--- src/rtl/video_pixel_feeder.sv ---
// Pixel-clock consumer of the prefetch FIFO: pops one pixel per active-video cycle and re-times sync/DE/RGB.
// Latency: vs/hs/de/rgb outputs are exactly 1 clk after inputs; fifo_rd_en is combinational.
// Backpressure: the display cannot stall; an empty FIFO during DE outputs fill colour, flushes upstream and waits for the next frame.
module video_pixel_feeder #(
    parameter int                H_ACTIVE   = 1280,
    parameter int                V_ACTIVE   = 720,
    parameter int                DATA_W     = 16,
    parameter logic [DATA_W-1:0] FILL_COLOR = '0,
    parameter int                PIX_CNT_W  = 20
) (
    input  logic              clk,
    input  logic              rst,
    input  logic              vs_in,
    input  logic              hs_in,
    input  logic              de_in,
    input  logic              fifo_rd_vld,
    input  logic [DATA_W-1:0] fifo_rd_data,
    output logic              fifo_rd_en,
    output logic              fifo_flush,
    output logic              frame_start,
    output logic              vs_out,
    output logic              hs_out,
    output logic              de_out,
    output logic [DATA_W-1:0] rgb_out,
    output logic              underflow_err,
    output logic              short_frame_err,
    output logic [15:0]       underflow_cnt
);

    localparam logic [1:0] ST_IDLE   = 2'd0;
    localparam logic [1:0] ST_ACTIVE = 2'd1;
    localparam logic [1:0] ST_DONE   = 2'd2;
    localparam logic [1:0] ST_RESYNC = 2'd3;

    localparam logic [PIX_CNT_W-1:0] PIX_TOTAL = PIX_CNT_W'(H_ACTIVE * V_ACTIVE);

    logic [1:0]           state_q, state_d;
    logic [PIX_CNT_W-1:0] pix_cnt_q, pix_cnt_d;
    logic                 vs_d1_q, hs_q, de_q;
    logic [DATA_W-1:0]    rgb_q, rgb_d;
    // armed_q masks the first cycle after reset so a vs already high at release is not an edge
    logic                 armed_q;
    logic                 frame_start_q, frame_start_d;
    logic                 flush_q, flush_d;
    logic                 uf_err_q, uf_err_d;
    logic                 short_err_q, short_err_d;
    logic [15:0]          uf_cnt_q, uf_cnt_d;

    logic                 vs_rise;
    logic                 pop;
    logic                 underrun;
    logic [PIX_CNT_W-1:0] pix_cnt_inc;
    logic [15:0]          uf_cnt_inc;

    // Edge detect, pop/underrun decode and next-state logic; vs edge outranks underrun and pops
    always_comb begin
        vs_rise       = vs_in & ~vs_d1_q & armed_q;
        pop           = (state_q == ST_ACTIVE) & de_in & fifo_rd_vld & ~vs_rise & ~rst;
        underrun      = (state_q == ST_ACTIVE) & de_in & ~fifo_rd_vld & ~vs_rise;
        pix_cnt_inc   = pix_cnt_q + PIX_CNT_W'(1);
        uf_cnt_inc    = (uf_cnt_q == 16'hFFFF) ? uf_cnt_q : uf_cnt_q + 16'd1;

        state_d       = state_q;
        pix_cnt_d     = pix_cnt_q;
        frame_start_d = 1'b0;
        flush_d       = 1'b0;
        uf_err_d      = uf_err_q;
        short_err_d   = short_err_q;
        uf_cnt_d      = uf_cnt_q;
        rgb_d         = pop ? fifo_rd_data : FILL_COLOR;

        if (vs_rise) begin
            frame_start_d = 1'b1;
            pix_cnt_d     = '0;
            state_d       = ST_ACTIVE;
            // a new frame while still consuming means the previous one came up short
            if (state_q == ST_ACTIVE) begin
                short_err_d = 1'b1;
                flush_d     = 1'b1;
            end
        end else begin
            case (state_q)
                ST_ACTIVE: begin
                    if (underrun) begin
                        uf_err_d = 1'b1;
                        uf_cnt_d = uf_cnt_inc;
                        flush_d  = 1'b1;
                        state_d  = ST_RESYNC;
                    end else if (pop) begin
                        pix_cnt_d = pix_cnt_inc;
                        if (pix_cnt_inc == PIX_TOTAL) begin
                            state_d = ST_DONE;
                        end
                    end
                end
                ST_RESYNC: begin
                    // every visible pixel lost while waiting for the next frame is counted
                    if (de_in) begin
                        uf_cnt_d = uf_cnt_inc;
                    end
                end
                default: ;
            endcase
        end
    end

    // State and output registers with synchronous reset
    always_ff @(posedge clk) begin
        if (rst) begin
            state_q       <= ST_IDLE;
            pix_cnt_q     <= '0;
            vs_d1_q       <= 1'b0;
            hs_q          <= 1'b0;
            de_q          <= 1'b0;
            rgb_q         <= FILL_COLOR;
            armed_q       <= 1'b0;
            frame_start_q <= 1'b0;
            flush_q       <= 1'b0;
            uf_err_q      <= 1'b0;
            short_err_q   <= 1'b0;
            uf_cnt_q      <= '0;
        end else begin
            state_q       <= state_d;
            pix_cnt_q     <= pix_cnt_d;
            vs_d1_q       <= vs_in;
            hs_q          <= hs_in;
            de_q          <= de_in;
            rgb_q         <= rgb_d;
            armed_q       <= 1'b1;
            frame_start_q <= frame_start_d;
            flush_q       <= flush_d;
            uf_err_q      <= uf_err_d;
            short_err_q   <= short_err_d;
            uf_cnt_q      <= uf_cnt_d;
        end
    end

    assign fifo_rd_en      = pop;
    assign fifo_flush      = flush_q;
    assign frame_start     = frame_start_q;
    assign vs_out          = vs_d1_q;
    assign hs_out          = hs_q;
    assign de_out          = de_q;
    assign rgb_out         = rgb_q;
    assign underflow_err   = uf_err_q;
    assign short_frame_err = short_err_q;
    assign underflow_cnt   = uf_cnt_q;

endmodule

--- config.mk ---
export PLATFORM = sky130hd
export DESIGN_NAME = video_pixel_feeder
export DESIGN_NICKNAME = d
export VERILOG_FILES = /design/src/rtl/video_pixel_feeder.sv
export SDC_FILE = /design/constraint.sdc
export NUM_CORES = 1
export LEC_CHECK = 0
export BUFFER_PORTS_ARGS = -buffer_cell sky130_fd_sc_hd__buf_4
export CAP_MARGIN = 20
export CORE_MARGIN = 5
export CORE_UTILIZATION = 45
export CTS_CLUSTER_DIAMETER = 200
export DETAILED_ROUTE_END_ITERATION = 8
export MAX_ROUTING_LAYER = met4
export PLACE_DENSITY = 0.74
export SKIP_CTS_REPAIR_TIMING = 1
export SLEW_MARGIN = 15
export SYNTH_ARGS = -nofsm -noshare
export SYNTH_HDL_FRONTEND = slang
export SYNTH_SLANG_ARGS = --single-unit
--- constraint.sdc ---
create_clock -name clk -period 5.1 [get_ports clk]
set_input_delay 0.255 -clock clk [delete_from_list [all_inputs] [get_ports clk]]
set_output_delay 0.255 -clock clk [all_outputs]
set_load 0.03 [all_outputs]
==> impl_metrics.env <==
export IMPL_fin_crit_ns=2.638
export IMPL_dp_hpwl_um=4077
export IMPL_post_place_cells=415
export IMPL_clockBufferDepth=2
export IMPL_cp_start_kind="flop"
export IMPL_cp_depth=4
export IMPL_hp_class="input port to flop"
export IMPL_max_slew_margin_pct=46.96
export IMPL_clk_latency_ns=0.33
export IMPL_synthFlopType="dfxtp_1"
export IMPL_wire_per_inst_um=12.95
export IMPL_synth_area_um2=2679
export IMPL_required_ns=4.85
export IMPL_final_setup_worst_slack_ns=2.462
export IMPL_hold_viol=0
export IMPL_diodes=0
export IMPL_r2r_cells=6
export IMPL_synth_cell_types=47
export IMPL_gp_congestion=0.8380
export IMPL_top_usage_layer="met2"
export IMPL_yosys_area_top_type="dfxtp_1"
export IMPL_finalNetCount=376
export IMPL_clk_pin_slew_worst_paths_ns=0.07
export IMPL_fp_dieH_um=87.16
export IMPL_via_count=2187
export IMPL_cts_tree="built"
export IMPL_critPathTopFamily="simple AND/OR/NAND/NOR gates"
export IMPL_critPathMaxStageDelay_ns=0.76
export IMPL_arrival_ns=2.38
export IMPL_drv_slew=0
export IMPL_cts_sinks=62
export IMPL_port_buffers=61
export IMPL_cp_max_fo=23
export IMPL_routed_wl_um=5580
export IMPL_layout_cells_non_filler=431
export IMPL_peakVddDrop_mv=0.1978
export IMPL_synth_top_area_share_pct=46.33
export IMPL_worstSetupEndpointType="output pin"
export IMPL_powerDensity_nw_per_um2=274.5
export IMPL_synth_nets=315
export IMPL_cts_root_buf="clkbuf_8"
export IMPL_vias_per_cell=5.074
export IMPL_syn_inst=290
export IMPL_antenna_found_initial=0
export IMPL_worst_pin_slew_ns=0.7936
export IMPL_period_share_pct=51.72
export IMPL_grt_overflow_total=0
export IMPL_ys_seq_area_share_pct=46.33
export IMPL_ant_nets=0
export IMPL_holdWs_ns=0.1183
export IMPL_grt_start_max_net_pins=25
export IMPL_drive_gt1_share_pct=25.56
export IMPL_seqCellArea_um2=1241
export IMPL_syn_to_final_growth_pct=24.47
export IMPL_dr_pass1_iters=4
export IMPL_outcome="complete, no violations"
export IMPL_remaining_drc_errors=0
export IMPL_utilization_pct=56.99
export IMPL_grt_usage_pct=16.85
export IMPL_avgSynthCellArea_um2=9.237
export IMPL_htreeDepth=3
export IMPL_holdPathStages=2
export IMPL_synth_seq_cells=62
export IMPL_core_area_um2=5851
export IMPL_dp_slack_ns=2.784
export IMPL_cap_viol_max_count=0
export IMPL_synth_edf_count=0
export IMPL_leakage_uw=0.001389
export IMPL_io_pin_count=62
export IMPL_drt_iter0_markers=93
export IMPL_grt_pass1_vias=2221
export IMPL_synth_top_cells_by_area="dfxtp_1 46%, xor2_1 8.5%, nor2_1 6.4%, and2_1 3.7%, nand3_1 3.0%"
export IMPL_multiInputGateArea_um2=1346
export IMPL_path_buf_inv=1
export IMPL_rows=28
export IMPL_cp_slowest_cell="nor2_1"
export IMPL_clock_fmax_ghz=0.3791
export IMPL_die_area_um2=7596
export IMPL_start_util_pct=45.79
export IMPL_grtUsageMet3_pct=4.447
export IMPL_synthArstFlopShare_pct=0
export IMPL_met1_usage_pct=20.09
export IMPL_cts_buffers=9
export IMPL_die_width_um=87.16
export IMPL_criticalPathCategory="flop to output pin"
export IMPL_grt_pass1_wl_um=9873
export IMPL_fill_cells=498
export IMPL_crit_chain="nand3b_1 > nand2_1 > nor2_1 > buf_4"
export IMPL_fin_worst_skew_ns=0.006569
export IMPL_setup_tns_ns=0
export IMPL_ys_warnings_count=0
export IMPL_setup_violations=0
export IMPL_grtUsageMet2_pct=26.43
export IMPL_grt_setup_unrepaired="no"
==> sequential cells by signal, summed over array words and instances, names as in the netlist <==
register         count
fifo_flush           1
frame_start          1
de_out               1
short_frame_err      1
state_q              2
hs_out               1
pix_cnt_q           20
armed_q              1
rgb_out             16
underflow_cnt       16
vs_out               1
underflow_err        1
==> cell usage in the layout (no fill, tap or decap), types with 3 or more instances in the layout <==
cell	Yosys	routed
nor3_1	7	7
nand4_1	12	12
or3_1	6	6
mux2i_1	3	3
nor2b_1	3	3
nand2_1	20	20
a21oi_1	10	10
buf_4	1	61
inv_1	4	4
and2_1	16	16
xor2_1	26	26
nand3_1	16	16
xnor2_1	7	7
nor4_2	3	3
ha_1	3	3
nor2_1	46	46
o21ai_0	4	4
clkbuf_8	1	10
dfxtp_1	62	62
and3_1	6	6
==> routing by layer <==
metal / part of all wire [%] / up-vias
met2: 48 / 45
met5: 0 / -
met1: 46 / 1018
met3: 3.5 / 12
li1: - / 1112
met4: 1.7 / 0
==> metrics by stage <==
step	power, uW	instance area [um^2]
2_1_floorplan	523.1	2679
3_3_place_gp	544.8	3158
3_5_place_dp	545.6	3158
4_1_cts	929.3	3334
5_1_grt	956.7	3334
6_report	915.4	3334
==> report_power, final <==
| part | switching (uW) | total [uW] | internal, uW | leakage [uW] |
|---|---|---|---|---|
| sequential | 3.13 | 492 | 489 | 0.000501 |
| combinational | 23.4 | 42.3 | 18.9 | 0.000798 |
| clock | 192 | 381 | 189 | 0.0000893 |
| total | 218 | 915 | 697 | 0.00139 |
==> worst paths after layout <==
kind | start | end | slack (ns)
max | vs_out | fifo_rd_en | 2.46
max reg2reg | vs_out | state_q[0] | 2.77
min reg2reg | underflow_err | underflow_err | 0.49
min | fifo_rd_data[0] | rgb_out[0] | 0.12
==> kinds of logic after synthesis <==
kind of cell | after synthesis | synth area share (%)
AO/OA/AOI/OAI | 24 | 5.839
XOR/XNOR | 33 | 10.79
adder cells (fa/ha/maj) | 3 | 1.401
buffers and inverters | 16 | 3.409
flip-flops | 62 | 46.33
multiplexers | 3 | 1.121
AND/OR/NAND/NOR | 149 | 31.11
==> cell type report <==
type | instances | share of cell area (%)
Clock buffer | 11 | 4.240
Clock inverter | 5 | 1.051
Inverter | 5 | 0.5629
Multi-Input combinational cell | 212 | 40.38
Sequential cell | 62 | 37.22
Tap cell | 75 | 2.814
Timing Repair Buffer | 61 | 13.73
==> cell usage after synthesis, types with 2 or more instances <==
library cell,number
a21oi_1,10
and2_1,16
and3_1,6
buf_1,2
buf_2,2
buf_6,2
clkbuf_1,3
dfxtp_1,62
ha_1,3
inv_1,4
mux2i_1,3
nand2_1,20
nand3_1,16
nand4_1,12
nor2_1,46
nor2_4,2
nor2b_1,3
nor3_1,7
nor4_1,2
nor4_2,3
o21ai_0,4
or3_1,6
xnor2_1,7
xor2_1,26
Note: power is estimated with default switching activity, not from simulation.
